[src/rtl/occupancy_counter.sv]
// Saturating room-occupancy counter with capacity alarm, sticky error flags
// and a sequential double-dabble converter feeding the 3-digit display.
module occupancy_counter #(
  parameter int CNT_W        = 8,
  parameter int CAPACITY     = 99,
  parameter int ALARM_CYCLES = 50
) (
  input  logic             clk,
  input  logic             rst,
  input  logic             sumar,
  input  logic             restar,
  input  logic             err_clr,
  output logic [CNT_W-1:0] count,
  output logic             full,
  output logic             empty,
  output logic             alarm,
  output logic             err_under,
  output logic             err_over,
  output logic [3:0]       bcd_hund,
  output logic [3:0]       bcd_tens,
  output logic [3:0]       bcd_ones,
  output logic             bcd_valid
);

  localparam int AW = $clog2(ALARM_CYCLES + 1);
  localparam int BW = $clog2(CNT_W + 1);
  localparam logic [CNT_W-1:0] CAP = CNT_W'(CAPACITY);
  localparam logic [AW-1:0]    ALD = AW'(ALARM_CYCLES);
  localparam logic [BW-1:0]    LST = BW'(CNT_W - 1);

  typedef enum logic [1:0] {
    S_IDLE,
    S_SHIFT,
    S_DONE
  } state_t;

  logic [CNT_W-1:0] r_count;
  logic [AW-1:0]    r_alarm_tmr;
  logic             r_err_under;
  logic             r_err_over;

  state_t           r_state;
  state_t           w_next;
  logic [CNT_W-1:0] r_snap;
  logic [CNT_W-1:0] r_shreg;
  logic [11:0]      r_scr;
  logic [BW-1:0]    r_bit_cnt;
  logic [CNT_W-1:0] r_last;
  logic             r_pending;
  logic [3:0]       r_hund;
  logic [3:0]       r_tens;
  logic [3:0]       r_ones;
  logic             r_valid;

  logic             w_inc;
  logic             w_dec;
  logic             w_over;
  logic             w_under;
  logic             w_chg;
  logic             w_start;
  logic             w_last;
  logic             w_load;
  logic             w_shift;
  logic             w_done;
  logic [11:0]      w_adj;

  assign w_inc   = sumar & ~restar & (r_count != CAP);
  assign w_over  = sumar & ~restar & (r_count == CAP);
  assign w_dec   = restar & ~sumar & (r_count != '0);
  assign w_under = restar & ~sumar & (r_count == '0);
  assign w_chg   = w_inc | w_dec;

  always_ff @(posedge clk) begin
    if (!rst) begin
      r_count <= '0;
    end else begin
      unique case (1'b1)
        w_inc:   r_count <= r_count + CNT_W'(1);
        w_dec:   r_count <= r_count - CNT_W'(1);
        default: r_count <= r_count;
      endcase
    end
  end

  // An over-capacity entry always reloads, so repeated attempts extend it.
  always_ff @(posedge clk) begin
    if (!rst) begin
      r_alarm_tmr <= '0;
    end else if (w_over) begin
      r_alarm_tmr <= ALD;
    end else if (r_alarm_tmr != '0) begin
      r_alarm_tmr <= r_alarm_tmr - AW'(1);
    end
  end

  always_ff @(posedge clk) begin
    if (!rst) begin
      r_err_under <= 1'b0;
      r_err_over  <= 1'b0;
    end else begin
      r_err_under <= w_under | (r_err_under & ~err_clr);
      r_err_over  <= w_over  | (r_err_over  & ~err_clr);
    end
  end

  assign w_start = (r_count != r_last) | r_pending;
  assign w_last  = (r_bit_cnt == LST);

  always_ff @(posedge clk) begin
    if (!rst) begin
      r_state <= S_IDLE;
    end else begin
      r_state <= w_next;
    end
  end

  always_comb begin
    w_next = r_state;
    unique case (r_state)
      S_IDLE:  if (w_start) w_next = S_SHIFT;
      S_SHIFT: if (w_last)  w_next = S_DONE;
      S_DONE:  w_next = S_IDLE;
      default: w_next = S_IDLE;
    endcase
  end

  always_comb begin
    w_load  = (r_state == S_IDLE) & w_start;
    w_shift = (r_state == S_SHIFT);
    w_done  = (r_state == S_DONE);
  end

  assign w_adj[3:0]  = (r_scr[3:0]  >= 4'd5) ? r_scr[3:0]  + 4'd3
                                             : r_scr[3:0];
  assign w_adj[7:4]  = (r_scr[7:4]  >= 4'd5) ? r_scr[7:4]  + 4'd3
                                             : r_scr[7:4];
  assign w_adj[11:8] = (r_scr[11:8] >= 4'd5) ? r_scr[11:8] + 4'd3
                                             : r_scr[11:8];

  always_ff @(posedge clk) begin
    if (!rst) begin
      r_snap    <= '0;
      r_shreg   <= '0;
      r_scr     <= '0;
      r_bit_cnt <= '0;
      r_last    <= '0;
      r_pending <= 1'b0;
      r_hund    <= '0;
      r_tens    <= '0;
      r_ones    <= '0;
      r_valid   <= 1'b0;
    end else begin
      r_valid <= w_done;
      if (w_load) begin
        r_snap    <= r_count;
        r_shreg   <= r_count;
        r_scr     <= '0;
        r_bit_cnt <= '0;
      end
      if (w_shift) begin
        r_shreg   <= r_shreg << 1;
        r_scr     <= (w_adj << 1) | {11'b0, r_shreg[CNT_W-1]};
        r_bit_cnt <= r_bit_cnt + BW'(1);
      end
      if (w_done) begin
        r_hund <= r_scr[11:8];
        r_tens <= r_scr[7:4];
        r_ones <= r_scr[3:0];
        r_last <= r_snap;
      end
      // A change mid-conversion forces another pass once this one lands.
      if (w_load) begin
        r_pending <= 1'b0;
      end else if (w_chg & (w_shift | w_done)) begin
        r_pending <= 1'b1;
      end
    end
  end

  assign count     = r_count;
  assign full      = (r_count == CAP);
  assign empty     = (r_count == '0);
  assign alarm     = (r_alarm_tmr != '0);
  assign err_under = r_err_under;
  assign err_over  = r_err_over;
  assign bcd_hund  = r_hund;
  assign bcd_tens  = r_tens;
  assign bcd_ones  = r_ones;
  assign bcd_valid = r_valid;

endmodule

[config.mk]
export PLATFORM = sky130hd
export DESIGN_NAME = occupancy_counter
export DESIGN_NICKNAME = d
export VERILOG_FILES = /design/src/rtl/occupancy_counter.sv
export SDC_FILE = /design/constraint.sdc
export NUM_CORES = 1
export LEC_CHECK = 0
export ABC_AREA = 0
export CORE_ASPECT_RATIO = 1.4
export CORE_MARGIN = 3
export CORE_UTILIZATION = 40
export CTS_CLUSTER_DIAMETER = 50
export DETAILED_ROUTE_END_ITERATION = 8
export PLACE_DENSITY_LB_ADDON = 0.25
export SLEW_MARGIN = 20
export SYNTH_ARGS = -nofsm -noshare
export SYNTH_HDL_FRONTEND = slang
export SYNTH_SLANG_ARGS = --single-unit
[constraint.sdc]
create_clock -name clk -period 3.6 [get_ports clk]
set_clock_uncertainty 0.15 [all_clocks]
set_input_delay 0.72 -clock clk [delete_from_list [all_inputs] [get_ports clk]]
set_output_delay 0.72 -clock clk [all_outputs]
set_load 0.005 [all_outputs]
==> key figures <==
Status
  – Status: complete, no violations

Setup path
  – Critical path fanouts, max: 9
  – R2r endpoint: count[6]$_SDFFE_PN0P_
  – Critical path class: reg2reg
  – Arrival @ worst endpoint: 3150 ps
  – CP startpoint: count[2]$_SDFFE_PN0P_
  – Setup crit start kind: register
  – Crit Reg-Reg Startpoint: count[2]$_SDFFE_PN0P_
  – Reg2Reg Setup Slack: between 500 and 600 ps
  – R2r worst-path depth: 9
  – Critical Path Sink: count[6]$_SDFFE_PN0P_
  – Critical Path End Type: register
  – Critical path data required time: between 3000 and 4000 ps

Floorplanning
  – Initial Util: 0.422
  – Core Region: 0.00794 mm2
  – DIE HEIGHT: about 110 um
  – I/O pin count: 31
  – Die Width: ~83 um
  – Core Rows: 38
  – Die area: 0.00953 mm2

Clock tree
  – Worst-path clk slew: around 70 ps
  – CTS H-tree lvls: 3
  – # hold bufs at CTS: 0
  – Worst-Skew Late Latency: roughly 350 ps
  – Inserted Clock Buffers: 9
  – Setup repair bufs after CTS: 0
  – Clock tree buffer depth: 2
  – CTS tree: done
  – Clock Sinks: between 70 and 80
  – Resized Gates After CTS: 0
  – CTS root buffer: clkbuf_8

Layout
  – Antenna cells: 0
  – Fin area: 0.00400 mm2
  – Area growth from synthesis to layout: 19.4%
  – Layout cell share with drive strength beyond 1: 0.0843
  – Final nets: approximately 430
  – Final non-filler cell total: between 500 and 600
  – # fillers: between 700 and 800

Routing
  – ANT nets after route: 0
  – 1st-iter DRT viols: approximately 120
  – Total Routed Length: slightly above 7000 um
  – Via/cell ratio: 5.24
  – Vias post-DR: 2700
  – DRT Pass-1 Iters: 4
  – DRC errors left: 0
  – Routed len/inst: between 10 and 15 um

Yosys
  – Syn Inst Count: approximately 380
  – Share of the synthesized area in the top cell type: 0.430
  – Post-synthesis sequential area ratio: 0.430
  – Synth area leaders: dfxtp_1 43%, a21oi_1 7.5%, ha_1 6.3%
  – Number of synthesized register bits: 72
  – Top cells by count, synth: 72 x dfxtp_1, 50 x a21oi_1, 35 x nor2_1
  – Synthesized area per cell: 8.91 um2
  – Cell taking the most area after synthesis: dfxtp_1
  – Netlist Area Pre-Place: between 0.003 and 0.004 mm2
  – Ys flop type: dfxtp_1
  – Syn nets: ~400
  – Async S/R FF share, synth: 0
  – YS warnings: 0
  – Synth unique cells: between 40 and 50
  – EDFF count, synth: 0
  – Most common cell in the netlist: dfxtp_1

Timing
  – Max Fclk: between 300 and 400 MHz
  – Tmin final: around 3100 ps
  – Setup violators final: 0
  – Worst slew pin tran: around 600 ps
  – Slew margin rel.: 0.593
  – Unrepaired setup endpoints after global routing: false
  – Hold Fails Final Rpt: 0
  – Pins Over Slew Limit: 0
  – Final Cycle Share: 0.853
  – Setup TNS: 0 ps

Place
  – Placed inst area: 0.00377 mm2
  – Routability Congestion: 0.789
  – Dpl cells: ~500
  – Post-DP HPWL: approximately 5100 um
  – PortBufs: 30

Power and ir drop
  – Worst ir drop on vdd: ~0.24 mV
  – Static Leakage: approximately 1.5 nW
  – Pwr/cell area: 667 mW/mm2

Worst hold path
  – Worst Hold Class: reg2reg

Flow run
  – # Max-Cap Violations: 0

Global route
  – Global-route wire length before repair: approximately 12000 um
  – GRT Util Overall: 0.161
  – Vias in the first global route: 2695
  – Antenna violations before repair: 0
  – Total grt overflow: 0
  – Pin count of the biggest net entering global routing: 44
==> through the flow <==
stage	total power [mW]	hold WS, ps	setup WS [ps]	util
after floorplan	1.71	283	821	-
after global placement	1.95	295	380	0.475
after detailed placement	1.97	301	230	0.475
after CTS	2.69	311	515	0.504
after global routing	2.86	335	287	0.504
final	2.67	309	528	0.504
==> sequential cells by signal, summed over array words and instances, names as in the netlist <==
name / cells
err_over: 1
r_scr: 12
bcd_hund: 4
r_snap: 8
r_alarm_tmr: 6
r_pending: 1
r_state: 2
bcd_valid: 1
err_under: 1
bcd_tens: 4
r_bit_cnt: 4
count: 8
r_last: 8
bcd_ones: 4
r_shreg: 8
==> area by class of cell <==
type	instances	area, um2	area share
multi-input cells	271	1770	0.442
flip-flops and latches	72	1440	0.360
repair buffers	40	375	0.0938
clock buffers	10	138	0.0344
well taps	100	125	0.0313
clock inverters	6	92.6	0.0231
inverters	16	60.1	0.0150
==> worst min path at each step <==
stage / start / endpoint / slack, ps / depth (start not counted)
finish: r_snap[7]$_SDFFE_PN0N_ / r_snap[7]$_SDFFE_PN0N_ / 310 / 2
global route: r_snap[5]$_SDFFE_PN0N_ / r_snap[5]$_SDFFE_PN0N_ / 340 / 2
CTS: r_snap[7]$_SDFFE_PN0N_ / r_snap[7]$_SDFFE_PN0N_ / 310 / 2
detailed placement: r_snap[2]$_SDFFE_PN0N_ / r_snap[2]$_SDFFE_PN0N_ / 300 / 2
global placement: r_snap[6]$_SDFFE_PN0N_ / r_snap[6]$_SDFFE_PN0N_ / 300 / 2
floorplan: r_shreg[0]$_SDFFE_PP0N_ / r_shreg[0]$_SDFFE_PP0N_ / 280 / 2
==> power by group <==
group | internal (mW) | leakage [nW] | switching (mW)
sequential | 0.916 | 0.584 | 0.0857
combinational | 0.410 | 0.823 | 0.536
clock | 0.411 | 0.109 | 0.311
total | 1.74 | 1.52 | 0.932
==> cells by family (layout without fill, tap and decap cells) <==
kind of cell | after synthesis | count (layout) | synth area share
AOI/OAI and AO/OA | 98 | 98 | 0.183
xor gates and xnor gates | 19 | 19 | 0.0496
adders and majority gates | 18 | 18 | 0.0694
buffers and inverters | 33 | 72 | 0.0422
DFF | 72 | 72 | 0.430
muxes | 21 | 21 | 0.0631
and+or+nand+nor | 115 | 115 | 0.162
==> layout by cell type, fill, tap and decap left out, types with 2 or more instances in the layout <==
cell,count
nor3_1,7
mux2i_1,20
or3_1,2
and3_1,3
dfxtp_1,72
or4_4,2
buf_4,10
o32ai_1,3
nor2b_1,5
clkbuf_8,10
ha_1,17
nand2_1,33
nand3_1,10
inv_1,15
clkinvlp_4,2
o31a_1,2
nor3b_1,2
a21oi_1,50
and2_1,2
o2bb2ai_1,3
nand2b_1,6
nand4_1,4
xor2_1,2
clkdlybuf4s50_1,30
bufinv_16,2
a32o_1,2
xnor2_1,17
o21ai_0,17
clkinv_4,2
nor2_1,35
a21o_1,8
o22ai_1,2
==> critical path: stages, from the launching register on <==
cell and delay, ps:
dfxtp_1 410, or4_4 620, o21ai_4 300, inv_1 190
ha_1 360, nor2b_1 160, o31a_1 250, o21ai_0 230
nor2b_1 170, o221ai_1 120
==> per-layer routing <==
layer  global-route usage  wire length [um]
met5                    0                 0
met3               0.0396               237
met1                0.186              3120
met2                0.283              3610
met4               0.0676               134
(Power assumes the default switching activity.)
